<file path="src/rtl/uart_instr_loader.sv">
`default_nettype none
// ============================================================================
//  Module      : uart_instr_loader
//  Description : Boot-time loader. Receives an 8N1 serial program image
//                (0xA5, 16-bit word count, then 32-bit words, MSB first),
//                writes it into instruction memory and holds the core in
//                reset until the whole image has been written.
//  Revision    : 1.0 - initial release
// ============================================================================
module uart_instr_loader #(
    parameter int CLKS_PER_BIT = 434,
    parameter int ADDR_WIDTH   = 8,
    parameter int DEPTH        = 256
) (
    input  logic                  clock,
    input  logic                  reset,
    input  logic                  rx,
    output logic                  imem_wr_en,
    output logic [ADDR_WIDTH-1:0] imem_wr_addr,
    output logic [31:0]           imem_wr_data,
    output logic                  cpu_hold,
    output logic                  load_done,
    output logic                  load_error,
    output logic [15:0]           words_loaded
);

    // Bit-period counter sizing and sample points
    localparam int CNT_W = $clog2(CLKS_PER_BIT);
    localparam logic [CNT_W-1:0] c_BIT_LAST  = CNT_W'(CLKS_PER_BIT - 1);
    localparam logic [CNT_W-1:0] c_HALF_LAST = CNT_W'(CLKS_PER_BIT / 2 - 1);
    localparam logic [16:0]      c_DEPTH     = 17'(DEPTH);
    localparam logic [7:0]       c_HEADER    = 8'hA5;

    // Receiver states
    localparam logic [1:0] RX_IDLE  = 2'd0;
    localparam logic [1:0] RX_START = 2'd1;
    localparam logic [1:0] RX_DATA  = 2'd2;
    localparam logic [1:0] RX_STOP  = 2'd3;

    // Loader states
    localparam logic [2:0] L_HDR    = 3'd0;
    localparam logic [2:0] L_CNT_HI = 3'd1;
    localparam logic [2:0] L_CNT_LO = 3'd2;
    localparam logic [2:0] L_DATA   = 3'd3;
    localparam logic [2:0] L_WRITE  = 3'd4;
    localparam logic [2:0] L_DONE   = 3'd5;
    localparam logic [2:0] L_ERR    = 3'd6;

    // ------------------------------------------------------------------
    // Signals
    // ------------------------------------------------------------------
    logic                  rx_meta_q, rx_sync_q;

    logic [1:0]            rx_state_q, rx_state_d;
    logic [CNT_W-1:0]      rx_cnt_q, rx_cnt_d;
    logic [2:0]            rx_bit_q, rx_bit_d;
    logic [7:0]            rx_shift_q, rx_shift_d;
    logic                  byte_valid_q, byte_valid_d;
    logic                  frame_err_q, frame_err_d;

    logic [2:0]            ld_state_q, ld_state_d;
    logic [15:0]           count_q, count_d;
    logic [1:0]            byte_idx_q, byte_idx_d;
    logic [31:0]           asm_q, asm_d;
    logic [15:0]           words_q, words_d;
    logic                  wr_en_q, wr_en_d;
    logic [ADDR_WIDTH-1:0] wr_addr_q, wr_addr_d;
    logic [31:0]           wr_data_q, wr_data_d;
    logic                  hold_q, hold_d;
    logic                  done_q, done_d;
    logic                  err_q, err_d;

    logic [15:0]           w_count_rx;
    logic [15:0]           w_words_inc;
    logic [31:0]           w_word_next;

    assign w_count_rx  = {count_q[15:8], rx_shift_q};
    assign w_words_inc = words_q + 16'd1;
    assign w_word_next = {asm_q[23:0], rx_shift_q};

    // Two-flop synchroniser; idles high so reset does not look like a start bit
    always_ff @(posedge clock or negedge reset) begin
        if (!reset) begin
            rx_meta_q <= 1'b1;
            rx_sync_q <= 1'b1;
        end else begin
            rx_meta_q <= rx;
            rx_sync_q <= rx_meta_q;
        end
    end

    // Receiver next-state: mid-bit sampling, byte_valid / frame_err pulses
    always_comb begin
        rx_state_d   = rx_state_q;
        rx_cnt_d     = rx_cnt_q;
        rx_bit_d     = rx_bit_q;
        rx_shift_d   = rx_shift_q;
        byte_valid_d = 1'b0;
        frame_err_d  = 1'b0;
        case (rx_state_q)
            RX_IDLE: begin
                if (!rx_sync_q) begin
                    rx_state_d = RX_START;
                    rx_cnt_d   = '0;
                end
            end
            RX_START: begin
                if (rx_cnt_q == c_HALF_LAST) begin
                    rx_cnt_d = '0;
                    if (rx_sync_q) begin
                        rx_state_d = RX_IDLE;     // glitch, not a start bit
                    end else begin
                        rx_state_d = RX_DATA;
                        rx_bit_d   = 3'd0;
                    end
                end else begin
                    rx_cnt_d = rx_cnt_q + 1'b1;
                end
            end
            RX_DATA: begin
                if (rx_cnt_q == c_BIT_LAST) begin
                    rx_cnt_d   = '0;
                    rx_shift_d = {rx_sync_q, rx_shift_q[7:1]};
                    if (rx_bit_q == 3'd7) begin
                        rx_state_d = RX_STOP;
                    end else begin
                        rx_bit_d = rx_bit_q + 3'd1;
                    end
                end else begin
                    rx_cnt_d = rx_cnt_q + 1'b1;
                end
            end
            RX_STOP: begin
                if (rx_cnt_q == c_BIT_LAST) begin
                    rx_cnt_d   = '0;
                    rx_state_d = RX_IDLE;
                    if (rx_sync_q) byte_valid_d = 1'b1;
                    else           frame_err_d  = 1'b1;
                end else begin
                    rx_cnt_d = rx_cnt_q + 1'b1;
                end
            end
            default: rx_state_d = RX_IDLE;
        endcase
    end

    // Receiver state registers
    always_ff @(posedge clock or negedge reset) begin
        if (!reset) begin
            rx_state_q   <= RX_IDLE;
            rx_cnt_q     <= '0;
            rx_bit_q     <= 3'd0;
            rx_shift_q   <= 8'd0;
            byte_valid_q <= 1'b0;
            frame_err_q  <= 1'b0;
        end else begin
            rx_state_q   <= rx_state_d;
            rx_cnt_q     <= rx_cnt_d;
            rx_bit_q     <= rx_bit_d;
            rx_shift_q   <= rx_shift_d;
            byte_valid_q <= byte_valid_d;
            frame_err_q  <= frame_err_d;
        end
    end

    // Loader next-state: header/count parsing, word assembly, memory writes
    always_comb begin
        ld_state_d = ld_state_q;
        count_d    = count_q;
        byte_idx_d = byte_idx_q;
        asm_d      = asm_q;
        words_d    = words_q;
        wr_en_d    = 1'b0;
        wr_addr_d  = wr_addr_q;
        wr_data_d  = wr_data_q;
        hold_d     = hold_q;
        done_d     = done_q;
        err_d      = err_q;
        if (frame_err_q && (ld_state_q != L_DONE) && (ld_state_q != L_ERR)) begin
            ld_state_d = L_ERR;
            err_d      = 1'b1;
            hold_d     = 1'b1;
            done_d     = 1'b0;
        end else begin
            case (ld_state_q)
                L_HDR: begin
                    if (byte_valid_q && (rx_shift_q == c_HEADER)) ld_state_d = L_CNT_HI;
                end
                L_CNT_HI: begin
                    if (byte_valid_q) begin
                        count_d[15:8] = rx_shift_q;
                        ld_state_d    = L_CNT_LO;
                    end
                end
                L_CNT_LO: begin
                    if (byte_valid_q) begin
                        count_d = w_count_rx;
                        if (w_count_rx == 16'd0) begin
                            ld_state_d = L_DONE;
                            done_d     = 1'b1;
                            hold_d     = 1'b0;
                        end else if ({1'b0, w_count_rx} > c_DEPTH) begin
                            ld_state_d = L_ERR;
                            err_d      = 1'b1;
                        end else begin
                            ld_state_d = L_DATA;
                            byte_idx_d = 2'd0;
                        end
                    end
                end
                L_DATA: begin
                    if (byte_valid_q) begin
                        asm_d = w_word_next;
                        if (byte_idx_q == 2'd3) begin
                            // Strobe is registered, so it is high for exactly the L_WRITE cycle
                            ld_state_d = L_WRITE;
                            byte_idx_d = 2'd0;
                            wr_en_d    = 1'b1;
                            wr_addr_d  = words_q[ADDR_WIDTH-1:0];
                            wr_data_d  = w_word_next;
                        end else begin
                            byte_idx_d = byte_idx_q + 2'd1;
                        end
                    end
                end
                L_WRITE: begin
                    words_d = w_words_inc;
                    if (w_words_inc == count_q) begin
                        ld_state_d = L_DONE;
                        done_d     = 1'b1;
                        hold_d     = 1'b0;
                    end else begin
                        ld_state_d = L_DATA;
                    end
                end
                L_DONE:  ld_state_d = L_DONE;
                L_ERR:   ld_state_d = L_ERR;
                default: ld_state_d = L_ERR;
            endcase
        end
    end

    // Loader state and output registers
    always_ff @(posedge clock or negedge reset) begin
        if (!reset) begin
            ld_state_q <= L_HDR;
            count_q    <= 16'd0;
            byte_idx_q <= 2'd0;
            asm_q      <= 32'd0;
            words_q    <= 16'd0;
            wr_en_q    <= 1'b0;
            wr_addr_q  <= '0;
            wr_data_q  <= 32'd0;
            hold_q     <= 1'b1;
            done_q     <= 1'b0;
            err_q      <= 1'b0;
        end else begin
            ld_state_q <= ld_state_d;
            count_q    <= count_d;
            byte_idx_q <= byte_idx_d;
            asm_q      <= asm_d;
            words_q    <= words_d;
            wr_en_q    <= wr_en_d;
            wr_addr_q  <= wr_addr_d;
            wr_data_q  <= wr_data_d;
            hold_q     <= hold_d;
            done_q     <= done_d;
            err_q      <= err_d;
        end
    end

    assign imem_wr_en   = wr_en_q;
    assign imem_wr_addr = wr_addr_q;
    assign imem_wr_data = wr_data_q;
    assign cpu_hold     = hold_q;
    assign load_done    = done_q;
    assign load_error   = err_q;
    assign words_loaded = words_q;

endmodule
`default_nettype wire

</file>
<file path="config.mk">
export PLATFORM = sky130hd
export DESIGN_NAME = uart_instr_loader
export DESIGN_NICKNAME = d
export VERILOG_FILES = /design/src/rtl/uart_instr_loader.sv
export SDC_FILE = /design/constraint.sdc
export NUM_CORES = 1
export LEC_CHECK = 0
export ABC_AREA = 0
export CAP_MARGIN = 25
export CORE_MARGIN = 2
export CORE_UTILIZATION = 57
export DETAILED_ROUTE_END_ITERATION = 12
export PLACE_DENSITY = 0.79
export SLEW_MARGIN = 20
export SYNTH_ARGS = -nofsm -noshare
export SYNTH_HDL_FRONTEND = slang
export SYNTH_SLANG_ARGS = --single-unit
</file>
<file path="constraint.sdc">
create_clock -name clock -period 2.6 [get_ports clock]
set_input_delay 0.65 -clock clock [delete_from_list [all_inputs] [get_ports clock]]
set_output_delay 0.65 -clock clock [all_outputs]
set_load 0.01 [all_outputs]
</file>
==> impl_metrics.toml <==
[outcome]
run_status = "complete, no violations"

[power]
switching_share_pct = 20.82
combinationalPowerShare_pct = 1.1
pwr-share-seq_pct = 47.2
p_int_mw = 3.428
p_clk_share_pct = 51.7
power.switching_mw = 0.9015
peakVddDrop_v = 0.0004135
power_density_nw_per_um2 = 594.2
total_power_mw = 4.330
leakage_nw = 3.540

[routing]
routedWlPerCell_um = 16.45
wirelength_um = 12850
drcViolationCount = 0
dr.pass1.iters = 5
vias = 4438
viasPerCell = 5.682
drtIter0Drc = 248
ant_nets = 0

[job]
maxCapViolCount = 0

[synthesis]
synth_most_common_cell = "nand2_1"
ys_types = 57
synthTopCellsByArea = "dfrtp_1, mux2_2, nand2_1"
ys_ff_latch = 131
synthTopCellsByCount = "nand2_1, dfrtp_1, mux2_2, nor2_1, xnor2_1"
ys_seq_area_share_pct = 55.01
synthFlopType = "dfrtp_1"
ys_warn_count = 0
synth_top_cell_by_area = "dfrtp_1"
postSynthCellCount = 566
synth_nets = 576
async_flop_share_pct = 100.0
syn_area_um2 = 5966
synthDominantCellAreaShare_pct = 53.69
synth-edff-count = 0
syn_area_per_cell_um2 = 10.54

[worst_setup_path]
crit_fanout = 17
cp-end-kind = "register"
crit_type = "register to register"
start_kind = "register"
crit_arrival_ns = 2.80
cp_data_required_time_ns = 2.98

[finish]
fin_cells = 781
fillCellCount = 705
multi_input_area_um2 = 2514
nNetsFinal = 642
drive_gt1_share_pct = 16.59
n_antenna_cell = 0
design_area_um2 = 7287
ff_latch_area_um2 = 3282
synthToLayoutAreaGrowth_pct = 22.15
utilization_pct = 71.22

[sta]
worst_slew_pin_slew_ns = 0.6594
skew_ns = 0.005802
tns_ns = 0
fin_ws_ns = 0.1821
hold_viol = 0
drv_slew = 0
fin_crit_sh_pct = 93.00
rsz0062_at_grt = "no"
max_slew_margin_pct = 55.88
holdWs_ns = 0.1262
finalSetupViolCount = 0
fmax_mhz = 413.6
period_minus_slack_ns = 2.418

[floorplan]
rows = 37
fp.coreArea_um2 = 10230
die_height_um = 106.3
die_w_um = 106.3
ioPinCount = 63
initial_utilization_pct = 58.31
die_area_um2 = 11300

[grt]
grt_max_degree = 44
grt_antenna_before_repair = 0
grt_use_total_pct = 24.82
grt_first_pass_wirelength_um = 22120
grt-ovfl-total = 0
grt_pass1_vias = 4556

[worst_hold_path]
hold_path.class = "input pin to async pin"

[cts]
cts_resized = 0
clockRootBuffer = "clkbuf_8"
cts.sinks = 131
cts_tree = "built"
cts_made_buffers = 17
clkLatencyLatePin_ns = 0.52
clk_pin_slew_ns = 0.06
clockBufferDepth = 2
htreeDepth = 4
cts_hold_buf = 0
post_cts_buffers = 0

[placed_design]
dp_slack_ns = 0.2510
place.gp.congestion = 0.9120
port_buffers = 62
dpl_cell_area_um2 = 6720
hpwl_um = 8372
dp_cells = 749
[path summary, 6_finish.rpt]
kind,start,cells after the start,slack [ns],end
worst max-delay path,rx_cnt_q[0],8,0.18,rx_cnt_q[5]
worst min-delay path,reset,1,0.13,words_loaded[5]
worst max register to register,rx_cnt_q[0],8,0.18,rx_cnt_q[5]
worst min register to register,rx_meta_q,0,0.35,rx_sync_q
max in group asynchronous,reset,2,1.75,imem_wr_data[15]
min in group clock,rx_meta_q,0,0.35,rx_sync_q
[critical path, stage by stage (launching register included)]
cell	delay (ns)
dfrtp_1	0.42
inv_1	0.12
ha_1	0.15
or4b_1	0.43
o311a_1	0.38
nor2_4	0.35
nor2_1	0.09
o21ai_0	0.22
o41ai_1	0.13
[cells by family after synthesis]
| group | Yosys count | share of synthesized area (%) |
|---|---|---|
| simple gates | 241 | 18.23 |
| flops | 131 | 55.01 |
| fa+ha+maj | 7 | 1.468 |
| compound gates | 61 | 7.236 |
| mux | 52 | 9.774 |
| buf+inv | 37 | 2.852 |
| xor+xnor | 37 | 5.432 |
[power by group through the flow]
stage	combinational, mW	sequential [mW]	clock (mW)
global placement	0.0500	2.08	0
CTS	0.0508	2.04	2.27
global route	0.0572	2.04	2.38
finish	0.0480	2.04	2.24
floorplan	0.00171	2.08	0
detailed placement	0.0506	2.08	0
[layout make-up]
class / instances / share of cell area, %
Multi-Input combinational cell: 398 / 34.50
Timing Repair Buffer: 73 / 9.787
Clock inverter: 14 / 1.906
Sequential cell: 131 / 45.04
Inverter: 11 / 0.5666
Tap cell: 136 / 2.335
Clock buffer: 18 / 5.872
[state kept, by name (all words and copies together) (netlist names), 2 cells and up, named ones only]
name	count
byte_idx_q	2
rx_cnt_q	9
count_q	16
imem_wr_data	32
rx_shift_q	8
asm_q	24
rx_bit_q	3
words_loaded	16
imem_wr_addr	8
ld_state_q	3
[cell usage in the layout (no fill, tap or decap), types with 4 or more instances in the layout]
master	n
buf_4	11
nor2_1	27
clkinv_2	5
xor2_1	13
dfrtp_1	128
xnor2_1	24
clkinvlp_4	6
nor2b_1	5
nand2_1	149
nand4_1	5
mux2_2	50
nor3_1	11
ha_1	7
nand3_1	14
nor4_1	4
inv_1	11
clkdlybuf4s50_1	61
a21oi_1	9
clkbuf_16	16
o21ai_0	15
o31ai_1	4
[per-layer routing]
metal  vias to the layer above  routed length, um  track usage, %
met4                         0                239           10.06
met2                       153               6301           40.34
met5                         -                  0               0
met1                      2198               5627           32.23
met3                        23                678           5.886
li1                       2064                  -               -
(Power assumes the default switching activity.)
